===== src/rtl/de_stage.sv =====
// -----------------------------------------------------------------------------
// de_stage -- RV32I decode stage
//
// Decodes the instruction held in the fetch latch and reads its source
// registers. It owns the architectural register file and a busy-bit
// scoreboard, stalls fetch on read-after-write hazards, and squashes its own
// output on a branch mispredict. The result is registered into DE_latch_out,
// one clock after the instruction appears on FE_latch_in.
//
// Parameters
//   DBITS  register / datapath width (default 32)
//   NREGS  architectural register count (default 32), x0 reads as zero
//
// Ports
//   clk              rising-edge clock
//   reset            asynchronous, active-high reset
//   FE_latch_in      {valid, inst[31:0], PC[31:0], pcplus[31:0], inst_count[31:0]}
//   from_AGEX_to_DE  branch mispredict, flushes this stage
//   from_WB_to_DE    {wr_en, wr_reg[4:0], wr_data[31:0]} register write-back
//   from_DE_to_FE    stall request to fetch
//   DE_latch_out     {valid, inst, PC, pcplus, opclass[3:0], rd[4:0], wr_en,
//                     rs1_val, rs2_val, imm, inst_count}
//
// Build option
//   DE_WB_BYPASS_EN  when defined, a write-back in the same cycle is forwarded
//                    to the source operands instead of causing a stall.
// -----------------------------------------------------------------------------
module de_stage #(
  parameter int DBITS = 32,
  parameter int NREGS = 32
) (
  input  logic         clk,
  input  logic         reset,
  input  logic [128:0] FE_latch_in,
  input  logic         from_AGEX_to_DE,
  input  logic [37:0]  from_WB_to_DE,
  output logic         from_DE_to_FE,
  output logic [234:0] DE_latch_out
);

  typedef enum logic [3:0] {
    OP_NONE   = 4'd0,
    OP_ALU_R  = 4'd1,
    OP_ALU_I  = 4'd2,
    OP_LOAD   = 4'd3,
    OP_STORE  = 4'd4,
    OP_BRANCH = 4'd5,
    OP_JAL    = 4'd6,
    OP_JALR   = 4'd7,
    OP_LUI    = 4'd8,
    OP_AUIPC  = 4'd9
  } opclass_e;

  logic             fe_valid;
  logic [31:0]      fe_inst, fe_pc, fe_pcplus, fe_count;
  logic             mispred;
  logic             wb_we;
  logic [4:0]       wb_reg;
  logic [31:0]      wb_data;

  assign {fe_valid, fe_inst, fe_pc, fe_pcplus, fe_count} = FE_latch_in;
  assign mispred = from_AGEX_to_DE;
  assign {wb_we, wb_reg, wb_data} = from_WB_to_DE;

  logic [DBITS-1:0] rf_q [NREGS];
  logic [DBITS-1:0] rf_d [NREGS];
  logic [NREGS-1:0] busy_q, busy_d;
  logic [234:0]     out_q, out_d;

  opclass_e    opclass;
  logic [31:0] imm;
  logic [4:0]  rs1, rs2, rd;
  logic        use_rs1, use_rs2, dec_wr_en;
  logic        fwd1, fwd2;
  logic [31:0] rs1_val, rs2_val;
  logic        stall;

  // Instruction decode: opclass, immediate and operand usage. Encodings with
  // a reserved funct3/funct7 combination fall back to OP_NONE.
  always_comb begin
    logic [6:0] opcode;
    logic [2:0] funct3;
    logic [6:0] funct7;
    opcode  = fe_inst[6:0];
    funct3  = fe_inst[14:12];
    funct7  = fe_inst[31:25];
    opclass = OP_NONE;
    imm     = 32'd0;
    case (opcode)
      7'b0110011: if (funct7 == 7'h00 || (funct7 == 7'h20 && (funct3 == 3'b000 || funct3 == 3'b101)))
                    opclass = OP_ALU_R;
      7'b0010011: if (funct3 == 3'b001 ? funct7 == 7'h00 :
                      funct3 == 3'b101 ? (funct7 == 7'h00 || funct7 == 7'h20) : 1'b1)
                    opclass = OP_ALU_I;
      7'b0000011: if (funct3 != 3'b011 && funct3 != 3'b110 && funct3 != 3'b111)
                    opclass = OP_LOAD;
      7'b0100011: if (funct3 == 3'b000 || funct3 == 3'b001 || funct3 == 3'b010)
                    opclass = OP_STORE;
      7'b1100011: if (funct3 != 3'b010 && funct3 != 3'b011)
                    opclass = OP_BRANCH;
      7'b1101111: opclass = OP_JAL;
      7'b1100111: if (funct3 == 3'b000) opclass = OP_JALR;
      7'b0110111: opclass = OP_LUI;
      7'b0010111: opclass = OP_AUIPC;
      default:    opclass = OP_NONE;
    endcase
    case (opclass)
      OP_ALU_I, OP_LOAD, OP_JALR: imm = {{20{fe_inst[31]}}, fe_inst[31:20]};
      OP_STORE:  imm = {{20{fe_inst[31]}}, fe_inst[31:25], fe_inst[11:7]};
      OP_BRANCH: imm = {{19{fe_inst[31]}}, fe_inst[31], fe_inst[7], fe_inst[30:25], fe_inst[11:8], 1'b0};
      OP_LUI, OP_AUIPC: imm = {fe_inst[31:12], 12'd0};
      OP_JAL:    imm = {{11{fe_inst[31]}}, fe_inst[31], fe_inst[19:12], fe_inst[20], fe_inst[30:21], 1'b0};
      default:   imm = 32'd0;
    endcase
    rs1     = fe_inst[19:15];
    rs2     = fe_inst[24:20];
    use_rs1 = opclass inside {OP_ALU_R, OP_ALU_I, OP_LOAD, OP_STORE, OP_BRANCH, OP_JALR};
    use_rs2 = opclass inside {OP_ALU_R, OP_STORE, OP_BRANCH};
    dec_wr_en = (opclass inside {OP_ALU_R, OP_ALU_I, OP_LOAD, OP_JAL, OP_JALR, OP_LUI, OP_AUIPC})
                && (fe_inst[11:7] != 5'd0);
    rd = dec_wr_en ? fe_inst[11:7] : 5'd0;
  end

  // Operand read and hazard detection. A same-cycle write-back is only
  // forwarded when the bypass is built in; otherwise the busy bit is still
  // set this cycle and the consumer waits until the register file holds it.
  always_comb begin
`ifdef DE_WB_BYPASS_EN
    fwd1 = wb_we && (wb_reg != 5'd0) && (wb_reg == rs1);
    fwd2 = wb_we && (wb_reg != 5'd0) && (wb_reg == rs2);
`else
    fwd1 = 1'b0;
    fwd2 = 1'b0;
`endif
    rs1_val = 32'd0;
    rs2_val = 32'd0;
    if (use_rs1 && rs1 != 5'd0) rs1_val = fwd1 ? wb_data : 32'(rf_q[rs1]);
    if (use_rs2 && rs2 != 5'd0) rs2_val = fwd2 ? wb_data : 32'(rf_q[rs2]);
    stall = fe_valid && !mispred && !reset &&
            ((use_rs1 && rs1 != 5'd0 && busy_q[rs1] && !fwd1) ||
             (use_rs2 && rs2 != 5'd0 && busy_q[rs2] && !fwd2));
  end

  // Next state for the output latch, scoreboard and register file. The
  // scoreboard set is applied last so it overrides a same-cycle clear.
  always_comb begin
    out_d  = 235'd0;
    busy_d = busy_q;
    rf_d   = rf_q;
    if (wb_we && wb_reg != 5'd0) begin
      rf_d[wb_reg]   = DBITS'(wb_data);
      busy_d[wb_reg] = 1'b0;
    end
    if (mispred) begin
      // Squash the writer sitting in our output latch so it never blocks a reader.
      if (out_q[234] && out_q[128]) busy_d[out_q[133:129]] = 1'b0;
    end else if (fe_valid && !stall) begin
      out_d = {1'b1, fe_inst, fe_pc, fe_pcplus, opclass, rd, dec_wr_en,
               rs1_val, rs2_val, imm, fe_count};
      if (dec_wr_en) busy_d[rd] = 1'b1;
    end
  end

  // State registers, all cleared asynchronously by reset.
  always_ff @(posedge clk or posedge reset) begin
    if (reset) begin
      out_q  <= '0;
      busy_q <= '0;
      for (int i = 0; i < NREGS; i++) rf_q[i] <= '0;
    end else begin
      out_q  <= out_d;
      busy_q <= busy_d;
      for (int i = 0; i < NREGS; i++) rf_q[i] <= rf_d[i];
    end
  end

  assign from_DE_to_FE = stall;
  assign DE_latch_out  = out_q;

endmodule


===== config.mk =====
export PLATFORM = sky130hd
export DESIGN_NAME = de_stage
export DESIGN_NICKNAME = d
export VERILOG_FILES = /design/src/rtl/de_stage.sv
export SDC_FILE = /design/constraint.sdc
export NUM_CORES = 2
export LEC_CHECK = 0
export CAP_MARGIN = 10
export CELL_PAD_IN_SITES_DETAIL_PLACEMENT = 1
export CELL_PAD_IN_SITES_GLOBAL_PLACEMENT = 1
export CORE_UTILIZATION = 57
export CTS_BUF_LIST = sky130_fd_sc_hd__clkbuf_4 sky130_fd_sc_hd__clkbuf_8
export CTS_CLUSTER_DIAMETER = 40
export DETAILED_ROUTE_END_ITERATION = 10
export GPL_ROUTABILITY_DRIVEN = 0
export PLACE_DENSITY = 0.88
export SETUP_SLACK_MARGIN = 0.15
export SLEW_MARGIN = 30
export SYNTH_ARGS = -nofsm -noshare
export SYNTH_HDL_FRONTEND = slang
export SYNTH_SLANG_ARGS = --single-unit

===== constraint.sdc =====
create_clock -name clk -period 151.2 [get_ports clk]
set_input_delay 45.36 -clock clk [delete_from_list [all_inputs] [get_ports clk]]
set_output_delay 45.36 -clock clk [all_outputs]
set_load 0.05 [all_outputs]

## Word level (Yosys, flattened, before mapping)

Index checks and enable logic that the tools add are counted.

| word-level totals | value |
|---|---|
| flip-flop bits (word level) | 1291 |
| input port bits | 170 |
| output and inout port bits | 236 |
| word-level logic and storage cells | 158 |

| cells by class | value |
|---|---|
| magnitude comparators | 12 |
| equality and inequality tests | 26 |
| multiplexer cells | 39 |
| bitwise logic cells | 8 |
| reductions and logical operators | 39 |

Operators with widths:

| kind | count |
|---|---|
| bitwise mux 1024 bit | 1 |
| 2-to-1 mux 235 bit | 2 |
| 2-to-1 mux 32 bit | 12 |
| binary-select mux 32 bit (select 5 bit) | 2 |
| demux 32 bit (select 5 bit) | 1 |
| one-hot mux 32 bit (5 select lines) | 1 |
| bitwise AND 32 bit | 2 |
| NOT 32 bit | 2 |
| one-hot mux 4 bit (9 select lines) | 1 |
| OR 32 bit | 1 |
| less-than comparator 5 x 6 -> 1 bit, second input constant | 5 |
| == test 7 x 6 -> 1 bit, second input constant | 4 |
| == test 7 bit, second input constant | 3 |
| nonzero test 5 bit | 4 |
| logical AND 1 bit | 19 |
| greater-or-equal comparator 6 bit, second input constant | 3 |
| NOT 5 -> 6 bit | 3 |
| == test 4 x 3 -> 1 bit, second input constant | 4 |
| demux 1 bit (select 5 bit) | 3 |
| greater-or-equal comparator 5 x 1 -> 1 bit, second input constant | 3 |
| == test 7 x 5 -> 1 bit, second input constant | 2 |
| binary-select mux 1 bit (select 5 bit) | 2 |
| 2-to-1 mux 3 bit | 3 |
| == test 4 x 2 -> 1 bit, second input constant | 2 |
| 21 further kinds | 39 |

## Logic depth before layout (Yosys ltp)

| depth | value |
|---|---|
| word-level depth | 18 |
| depth in mapped cells | 11 |
| mapped depth without buffers | 6 |

## Least setup slack after synthesis

Ideal clock, no wire load.

| path | value |
|---|---|
| path kind | input to output |
| from | input port FE_latch_in[127] |
| to | output port from_DE_to_FE |
| data arrival time | 47550 ps |
| required time | 105840 ps |
| setup slack | 58290 ps |
| cell stages on the path | 8 |
| buffers on the path | 2 |
| path through | or4_1 o41ai_2 a211oi_1 o211ai_1 o2bb2ai_1 buf_6 buf_2 and3_1 |

| between the ends | value |
|---|---|
| cells in the longest elaborated chain, start to end | 12 |
| elaborated cells between the ends (all ways) | 24 |
| classes of those cells | eq/ne: 7; mux: 5; reduce/logical: 12 |

Ends and longest elaborated chain:

| element | line | RTL |
|---|---|---|
| start: declaration | 34 | `input logic [128:0] FE_latch_in,` |
| == test 7 x 6 -> 1 bit or logical NOT 7 bit (tied branches) | 90, 93, 92 |  |
| logical OR 1 bit | 93 | `funct3 == 3'b101 ? (funct7 == 7'h00 \|\| funct7 == 7'h20) : 1'b1)` |
| 2-to-1 mux 1 bit | 93 |  |
| 2-to-1 mux 1 bit | 92 | `7'b0010011: if (funct3 == 3'b001 ? funct7 == 7'h00 :` |
| 2-to-1 mux 2 bit | 92 |  |
| one-hot mux 4 bit (9 select lines) (*) | 89 | `case (opcode)` |
| == test 4 x 1 -> 1 bit, or another cell as far along | 117, 118 |  |
| nonzero test 6 bit or nonzero test 3 bit (tied branches) | 117, 118 |  |
| logical AND 1 bit, on equally long branches (2 in series) | 140, 141 |  |
| logical OR 1 bit (*) | 140 | `((use_rs1 && rs1 != 5'd0 && busy_q[rs1] && !fwd1) \|\|` |
| logical AND 1 bit (*) | 139 | `stall = fe_valid && !mispred && !reset &&` |
| end: declaration | 37 | `output logic from_DE_to_FE,` |

Every way passes the cells marked *; elsewhere a longest branch is shown, timed or not.

## Worst setup path after layout

| path | value |
|---|---|
| from | input port FE_latch_in[121] |
| to | output port from_DE_to_FE |

The elaborated chain is that of the path after synthesis.

==> key figures <==
Outcome
  • Status: finished, final reports clean

Clock tree
  • Post_cts resized: 0
  • CTS root buffer: clkbuf_8
  • Clk_lat worst skew: 930 ps
  • Clk slew on worst S/H paths: 50 ps
  • CTS H-Tree Depth: 4
  • CTS max path bufs: 3
  • Post-CTS setup buffers: 0
  • Clock sinks: 1290
  • Total CTS buffers: 217
  • CTS tree: yes
  • Cts hold-fix bufs: 0

Timing
  • Minimum hold slack: 406 ps
  • F_max: 10.6 MHz
  • Max_slew headroom: 25.4%
  • Final Slew Violations: 0
  • Final setup TNS: 0 ps
  • Tcrit/Tclk final: 62.4%
  • # setup viols final: 0
  • Clock Skew: 40.0 ps
  • RSZ-0062 raised after global routing: false
  • Final hold vios: 0
  • Slew @ Worst Pin: 1120 ps
  • Min Clock Period, post-route: 94410 ps

Pwr
  • Net Sw Frac: 30.3%
  • Pwr/cell area: 13.4 nW/um^2
  • Switching power: 0.304 mW
  • Power share of the clock group: 35.2%
  • Combinational share of power: 19.6%
  • Sequential share of power: 45.1%
  • Leakage: 32.0 nW
  • Worst VDD drop: 0.00000905 V
  • Internal Pwr Total: 0.701 mW

Routing
  • Via-per-instance ratio: 7.50
  • Starting DRC count in detailed routing: 5420
  • Initial DRT Pass Iterations: 6
  • Residual DRC: 0
  • Drt wl/cell: 40.1 um
  • Detail Route Antenna Nets: 0
  • Total number of vias: 46178
  • Drt total wl: 247000 um

Critical path
  • CP Class: in2out
  • Crit path max-delay cell type: clkdlybuf4s50_1
  • Nature of the critical path startpoint: input pin
  • Crit path DAT: 49050 ps
  • Cell mode on critical path: clkdlybuf4s50_1
  • CP Capture Type: output port
  • CP max FO: 12
  • Crit path cell chain: clkdlybuf4s50_1 > or4_1 > nor3_1 > nand4_1 > o211ai_1 > o2bb2ai_4 > and3_1 > clkdlybuf4s50_1
  • Slowest stage delay, CP: 810 ps
  • WP data required: 105840 ps

Die
  • Chip height: 340 um
  • Starting density of the core: 57.7%
  • Row count: 123
  • Die area: 116000 um^2
  • Die Wd: 340 um
  • Io pins: 406
  • CORE AREA: 113000 um^2

GRT
  • Total track usage: 43.3%
  • First-pass GRT wire length: 363000 um
  • Number of global-route vias before repair: 50104
  • Initial antenna violation count: 15
  • Largest net degree at the start of global routing: 166
  • Overflow after GRT: 0

Layout
  • Commonest non-fill, non-tap cell in the layout: dfrtp_1
  • Layout fillers: 9716
  • Syn-to-layout area delta: 15.1%
  • Share of layout cells above drive strength 1: 48.8%
  • Most frequent cells in the layout: 1290 x dfrtp_1, 994 x mux2_2, 644 x mux4_2, 363 x clkdlybuf4s50_1, 284 x clkbuf_8
  • Nets@finish: 4636

Synth
  • Async SR Flop Fraction: 100%
  • Count of state elements after synthesis: 1290
  • Sequential area share after synthesis: 49.5%
  • Mapped Cells: 4247
  • Ys flop type: dfrtp_1
  • Post-Syn Area per Cell: 15.3 um^2
  • Post-synth EDFFs: 0
  • Post-synthesis net count: 4417
  • Syn Std Cell Area: 65200 um^2
  • Yosys cell types: 52
  • Yosys warnings: 0

Worst hold path
  • Worst hold path class: reg2reg

Flow run
  • Max Cap Violations: 0

Place
  • Dpl hpwl: 122000 um
  • PortBufs: 405
per-stage QoR:
stage | utilization [%] | total power, mW | cells | area (um^2) | setup slack, ps
after floorplan | - | 0.573 | 4247 | 65200 | 53640
after global placement | 62.0 | 0.610 | 5742 | 70100 | 57190
after detailed placement | 62.1 | 0.632 | 5742 | 70100 | 57070
after CTS | 66.3 | 1.00 | 6144 | 74900 | 56930
after global routing | 66.4 | 1.03 | 6154 | 75000 | 56730
final | 66.4 | 1.01 | 6159 | 75000 | 56790
area by class of cell:
cell class / instances / area (um^2) / share of cell area, %
repair buffers: 486 / 4700 / 6.27
flip-flops and latches: 1290 / 32300 / 43.0
clock inverters: 62 / 514 / 0.686
clock buffers: 340 / 4330 / 5.77
multi-input cells: 2462 / 31200 / 41.6
inverters: 9 / 41.3 / 0.0551
diodes: 10 / 25.0 / 0.0334
well taps: 1500 / 1880 / 2.50
path summary, 6_finish.rpt:
check	endpoint	slack [ps]	start	cells past startpoint
max in group asynchronous	rf_q[720]	102980	reset	6
worst max-delay path	from_DE_to_FE	56790	FE_latch_in[121]	8
worst max register to register	DE_latch_out[17]	147380	busy_q[25]	9
min in group asynchronous	DE_latch_out[223]	45070	reset	2
worst min-delay path	rf_q[994]	410	rf_q[994]	0
worst min register to register	rf_q[994]	410	rf_q[994]	0
logic make-up after synthesis:
| kind of cell | Yosys count | share of synthesized area [%] |
|---|---|---|
| xor gates and xnor gates | 1 | 0.0134 |
| buffers and inverters | 495 | 3.04 |
| and+or+nand+nor | 344 | 2.39 |
| muxes | 1723 | 40.7 |
| DFF | 1290 | 49.5 |
| AOI/OAI and AO/OA | 394 | 4.30 |
routing by layer:
| layer | vias up | wire [um] | GRT usage, % |
|---|---|---|---|
| met3 | 1147 | 27300 | 12.9 |
| li1 | 16821 | - | - |
| met4 | 8 | 17500 | 26.8 |
| met1 | 24437 | 85300 | 54.4 |
| met5 | - | 55 | 0 |
| met2 | 3765 | 117000 | 66.4 |
power groups by stage:
stage	sequential, mW	combinational [mW]	clock [mW]
2_1_floorplan	0.437	0.137	0
3_3_place_gp	0.436	0.174	0
3_5_place_dp	0.447	0.185	0
4_1_cts	0.449	0.196	0.356
5_1_grt	0.456	0.205	0.368
6_report	0.454	0.197	0.354
state kept, by name, indices dropped and copies added, names as in the netlist:
name / flops
DE_latch_out: 235
busy_q: 31
rf_q: 1024
worst max-delay path, delay by kind of cell:
family / cells / cell delay, ps
simple gates: 4 / 1620
buf+inv: 2 / 1300
compound gates: 2 / 770
cell usage after synthesis, types with 2 or more instances:
cell type / count / share of area [%]
and3b_1: 4 / 0.054
or4_1: 2 / 0.023
mux2i_1: 85 / 1.3
o211ai_1: 3 / 0.035
clkbuf_1: 321 / 1.8
and2_1: 2 / 0.019
inv_1: 9 / 0.052
o21ai_1: 4 / 0.031
a311oi_1: 2 / 0.027
mux4_2: 644 / 22
nand3b_1: 7 / 0.081
buf_2: 53 / 0.41
a211oi_1: 38 / 0.44
nand3_1: 19 / 0.15
mux2_2: 994 / 17
a21oi_1: 196 / 1.5
a31oi_1: 7 / 0.067
buf_6: 7 / 0.12
or3b_2: 3 / 0.040
and3_1: 9 / 0.086
a2111oi_2: 55 / 1.3
nand4b_1: 2 / 0.027
o21ai_0: 44 / 0.34
nor3_1: 13 / 0.10
a32oi_1: 13 / 0.17
a2111oi_0: 9 / 0.12
a221oi_1: 2 / 0.027
and4_1: 2 / 0.027
nand2_1: 212 / 1.2
nor2_1: 32 / 0.18
a22oi_1: 11 / 0.13
nor3b_1: 11 / 0.13
buf_1: 104 / 0.60
dfrtp_1: 1290 / 50
nand4_1: 3 / 0.029
nand2b_1: 9 / 0.086
nor2b_1: 8 / 0.077
nor4_1: 2 / 0.019
o21a_1: 2 / 0.023
or2_2: 2 / 0.019
(Power assumes the default switching activity.)
